==> config.mk <==
export PLATFORM = sky130hd
export DESIGN_NAME = decoupled_queue
export DESIGN_NICKNAME = d
export VERILOG_FILES = /design/src/rtl/decoupled_queue.sv
export SDC_FILE = /design/constraint.sdc
export NUM_CORES = 1
export LEC_CHECK = 0
export ABC_AREA = 1
export CAP_MARGIN = 30
export CORE_ASPECT_RATIO = 0.9
export CORE_MARGIN = 2
export CORE_UTILIZATION = 50
export CTS_BUF_LIST = sky130_fd_sc_hd__clkbuf_8
export CTS_CLUSTER_SIZE = 30
export DETAILED_ROUTE_END_ITERATION = 16
export GPL_TIMING_DRIVEN = 0
export PLACE_DENSITY = 0.81
export SYNTH_ARGS = -nofsm -noshare
export SYNTH_HDL_FRONTEND = slang
export SYNTH_SLANG_ARGS = --single-unit
==> constraint.sdc <==
create_clock -name clk -period 2.6 [get_ports clk]
set_input_delay 0.26 -clock clk [delete_from_list [all_inputs] [get_ports clk]]
set_output_delay 0.26 -clock clk [all_outputs]
set_load 0.02 [all_outputs]
==> src/rtl/decoupled_queue.sv <==
// decoupled_queue: parametrised valid/ready FIFO between a producer (enq side)
// and a consumer (deq side). DEPTH may be any integer >= 1; the pointers wrap
// explicitly at DEPTH-1, so non-power-of-two depths work.
//
// Handshake: a transfer happens on a rising clk edge when valid and ready are
// both high on that side. valid and its data stay stable until the transfer.
// ready may be high without valid and carries no obligation.
//
// Optional feature, selected by the macro DECOUPLED_QUEUE_FLOW_EN:
// - When the queue is empty, enq_data flows straight to deq_data in the same
//   cycle.
// - If the consumer takes the word in that cycle, storage is not touched.
// - Without the macro, deq_valid depends on registered state only.
module decoupled_queue #(
  parameter int DATA_W = 32,
  parameter int DEPTH  = 2,
  parameter int PIPE   = 0
) (
  input  logic                       clk,
  input  logic                       rst,
  input  logic                       enq_valid,
  output logic                       enq_ready,
  input  logic [DATA_W-1:0]          enq_data,
  output logic                       deq_valid,
  input  logic                       deq_ready,
  output logic [DATA_W-1:0]          deq_data,
  output logic [$clog2(DEPTH+1)-1:0] count
);

  localparam int PTR_W = (DEPTH > 1) ? $clog2(DEPTH) : 1;
  localparam int CNT_W = $clog2(DEPTH + 1);
  localparam logic [PTR_W-1:0] LAST_PTR = PTR_W'(DEPTH - 1);
  localparam logic [CNT_W-1:0] FULL_CNT = CNT_W'(DEPTH);

  logic [DATA_W-1:0] mem [DEPTH];
  logic [PTR_W-1:0]  wr_ptr;
  logic [PTR_W-1:0]  rd_ptr;
  logic [CNT_W-1:0]  occ;
  logic              full;
  logic              empty;
  logic              enq_fire;
  logic              deq_fire;
  logic              wr_en;
  logic              rd_en;

  assign full  = (occ == FULL_CNT);
  assign empty = (occ == '0);
  assign count = occ;

  // In pipe mode, a full queue still accepts a word because the head leaves in the same cycle.
  assign enq_ready = !full || ((PIPE != 0) && deq_ready);

  assign enq_fire = enq_valid && enq_ready;
  assign deq_fire = deq_valid && deq_ready;

`ifdef DECOUPLED_QUEUE_FLOW_EN
  logic bypass;

  // When empty, the incoming word is presented directly at the output.
  always_comb begin
    deq_valid = !empty || enq_valid;
    deq_data  = empty ? enq_data : mem[rd_ptr];
  end

  // A word consumed in its arrival cycle never touches storage.
  assign bypass = empty && enq_valid && deq_ready;
  assign wr_en  = enq_fire && !bypass;
  assign rd_en  = deq_fire && !bypass;
`else
  // The output is driven only by registered state, so there is no input-to-output timing path.
  always_comb begin
    deq_valid = !empty;
    deq_data  = mem[rd_ptr];
  end

  assign wr_en = enq_fire;
  assign rd_en = deq_fire;
`endif

  // Storage is deliberately not reset. Words are qualified by occupancy.
  always_ff @(posedge clk) begin
    if (wr_en) begin
      mem[wr_ptr] <= enq_data;
    end
  end

  // Pointers wrap explicitly at DEPTH-1. Occupancy tracks net enq/deq.
  always_ff @(posedge clk or posedge rst) begin
    if (rst) begin
      wr_ptr <= '0;
      rd_ptr <= '0;
      occ    <= '0;
    end else begin
      if (wr_en) begin
        wr_ptr <= (wr_ptr == LAST_PTR) ? '0 : wr_ptr + 1'b1;
      end
      if (rd_en) begin
        rd_ptr <= (rd_ptr == LAST_PTR) ? '0 : rd_ptr + 1'b1;
      end
      if (wr_en && !rd_en) begin
        occ <= occ + 1'b1;
      end else if (rd_en && !wr_en) begin
        occ <= occ - 1'b1;
      end
    end
  end

endmodule

==> reports/metrics.yaml, run 1 <==
synth_area_leaders: "edfxtp_1, mux2_4, dfrtp_1"
ys_seq_area_share_pct: 75.6
initial_core_util_pct: 51.5
drv_slew: 0
rsz0062_at_grt: "false"
endpoint_kind: "output pin"
max_stage_delay_ns: 0.55
clkSinkCount: 68
reg2reg_depth: 4
setup_viol: 0
drt-pass1-iter-count: 4
synth_top_family_by_area: "multiplexers"
slew-limit-headroom_pct: 37.8
drt_iter0_markers: 89
cts.clk_slew.worst_paths_ns: 0.07
postCtsSetupBuffers: 0
vias: 1405
p_per_area_nw_per_um2: 1150
fp.dieW_um: 81.1
synth_flop_cell: "edfxtp_1"
arrival_ns: 1.86
hold_violations: 0
grt_pass1_wl_mm: 6.91
postCtsHoldBufs: 0
root_buffer: "clkbuf_8"
synth_simple_gate_area_share_pct: 2.39
outcome: "complete, no violations"
dp_cells: 267
postSynthCellCount: 129
fp.coreArea_sq_um: 5190
cp_max_fo: 10
antenna_cells: 0
drv_cap: 0
die-area_sq_um: 5950
grt_start_max_net_pins: 33
finalClockSkew_ns: 0.00551
crit_chain: "buf_6 > buf_8 > mux2_4 > clkdlybuf4s50_1"
post_drt_wl_per_cell_um: 15.7
fin_crit_sh_pct: 81.4
synth_commonest_cells: "edfxtp_1, mux2_4, nand2_1"
cts_max_level: 3
required_ns: 2.34
cts_buffers: 9
period_needed_ns: 2.12
rows: 25
area_growth_pct: 37.4
fmax_ghz: 0.472
cts_max_path_buffers: 2
worstSkewPairLatency_ns: 0.34
synth_edf_count: 64
yosys.cell_types.count: 16
layout-drive-gt1-share_pct: 24.1
worst_pin_slew_ns: 0.930
synth_seq_cells: 68
synth_xor_area_share_pct: 0.655
async_reset_ff_share_pct: 5.88
routed_via_density: 4.96
synth-adder-area-share_pct: 0.468
finalNetCount: 248
leakagePower_nw: 1.36
antenna_left: 0
crit_type: "flop to output pin"
grt-ovfl-total: 0
vdd_drop_max_uv: 628
cts_tree: "done"
synthMuxAreaShare_pct: 17.4
ys_warn_count: 0
synth_compound_area_share_pct: 0
synth_top_area_cell: "edfxtp_1"
ios: 72
cp_slowest_cell: "clkdlybuf4s50_1"
synth.most_common_cell: "edfxtp_1"
antenna_found_initial: 0
tns_ns: 0
fill_cells: 347
avgSynthCellArea_sq_um: 20.7
place_congestion: 0.739
crit_path_start_kind: "flop"
fin_cells: 283
syn-cell-area_sq_um: 2670
wl_mm: 4.45
synth_nets: 166
io_buffers: 71
grt_pass1_vias: 1498
yosysTopAreaCellShare_pct: 71.9
place.detailed.hpwl_mm: 2.94
track_usage_pct: 16.2
die_h_um: 73.4
hold_class: "input port to async pin"
drc: 0
cts_resized: 0
cell families after synthesis:
kind of cell | Yosys count
flops | 68
mux | 32
simple gates | 15
buf+inv | 11
xor+xnor | 2
fa+ha+maj | 1
per-stage QoR:
step	hold slack (ns)	instance area, sq um	util (%)	setup WS [ns]	total power, mW
floorplan	0.0261	2670	-	-0.111	2.74
global placement	0.451	3470	66.8	-0.639	3.37
detailed placement	0.487	3480	67.1	0.512	3.43
CTS	0.121	3670	70.8	0.466	4.25
global route	0.141	3670	70.8	0.416	4.40
finish	0.128	3670	70.8	0.483	4.21
cell type report:
| class | count | area (sq um) | area share, % |
|---|---|---|---|
| Buffer | 4 | 66.3 | 1.80 |
| Clock buffer | 9 | 124 | 3.37 |
| Clock inverter | 7 | 67.6 | 1.84 |
| Inverter | 7 | 26.3 | 0.715 |
| Multi-Input combinational cell | 50 | 574 | 15.6 |
| Sequential cell | 68 | 2020 | 55.0 |
| Tap cell | 67 | 83.8 | 2.28 |
| Timing Repair Buffer | 71 | 711 | 19.3 |
worst paths after layout:
check	from	endpoint	slack (ns)
setup / recovery	rd_ptr	deq_data[3]	0.48
hold / removal	rst	count[0]	0.13
setup reg to reg	count[0]	mem[1][11]	0.68
hold reg to reg	count[0]	count[0]	0.54
max in group asynchronous	rst	count[1]	2.31
min in group clk	enq_data[5]	mem[0][5]	0.50
flip-flops by register name, summed over array words and instances (netlist names):
| signal | count |
|---|---|
| wr_ptr | 1 |
| count | 2 |
| rd_ptr | 1 |
| mem | 64 |
cells in the final DEF (no fill, tap or decap):
cell	netlist	layout
edfxtp_1	64	64
bufinv_16	0	1
mux2_2	4	4
xor2_1	1	1
buf_8	1	1
clkbuf_8	0	9
clkinvlp_4	0	4
nand3b_1	1	1
nand3_1	1	1
nand4_1	1	1
nor2_4	0	2
dfrtp_1	4	4
clkinv_1	0	2
inv_1	7	7
xnor2_1	1	1
mux2_4	28	28
ha_1	1	1
nand2_1	10	10
buf_12	2	2
clkdlybuf4s50_1	0	71
buf_6	1	1
critical path, delay by kind of cell (launching register included):
family | cells | cell delay (ns)
multiplexers | 1 | 0.30
buffers and inverters | 3 | 0.85
flip-flops | 1 | 0.37
metal layers:
metal	part of all wire, %	vias up	routed length (um)	track usage, %
met5	0	-	0	0
met2	49	58	2180	25.7
li1	-	653	-	-
met1	42	687	1860	20.1
met3	8.1	7	361	5.28
met4	1.1	0	51	8.47
power breakdown:
part           total [mW]  switching, mW  leakage (nW)  internal (mW)
registers            1.59         0.0850         0.643           1.51
clock network       0.821          0.386        0.0826          0.435
logic                1.80          0.853         0.637          0.948
total                4.21           1.32          1.36           2.89
(Power assumes the default switching activity.)
==> run 2, diff against run 1 <==
==> constraint.sdc (replaced) <==
create_clock -name clk -period 2.2 [get_ports clk]
set_input_delay 0.22 -clock clk [delete_from_list [all_inputs] [get_ports clk]]
set_output_delay 0.22 -clock clk [all_outputs]
set_load 0.02 [all_outputs]
==> results of run 2 <==
Same layout as run 1 (identical final DEF). Status: complete, no violations.
Among the figures that moved: setup slack after placement 0.512 ns -> 0.152 ns; setup slack after layout 0.483 ns -> 0.123 ns; hold slack 0.128 ns -> 0.0876 ns; register-to-register setup slack 0.68 ns -> 0.28 ns; total power 4.21 mW -> 4.98 mW; worst IR drop on VDD 628 uV -> 742 uV
==> run 3, diff against run 2 <==
--- a/config.mk
+++ b/config.mk
@@ -11,6 +11,7 @@
 export CORE_MARGIN = 2
 export CORE_UTILIZATION = 50
 export CTS_BUF_LIST = sky130_fd_sc_hd__clkbuf_8
+export CTS_CLUSTER_DIAMETER = 100
 export CTS_CLUSTER_SIZE = 30
 export DETAILED_ROUTE_END_ITERATION = 16
 export GPL_TIMING_DRIVEN = 0
==> results of run 3 <==
Same layout as run 1 (identical final DEF). Status: complete, no violations.
Among the figures that moved: setup slack after placement 0.512 ns -> 0.152 ns; setup slack after layout 0.483 ns -> 0.123 ns; hold slack 0.128 ns -> 0.0876 ns; register-to-register setup slack 0.68 ns -> 0.28 ns; total power 4.21 mW -> 4.98 mW; worst IR drop on VDD 628 uV -> 742 uV
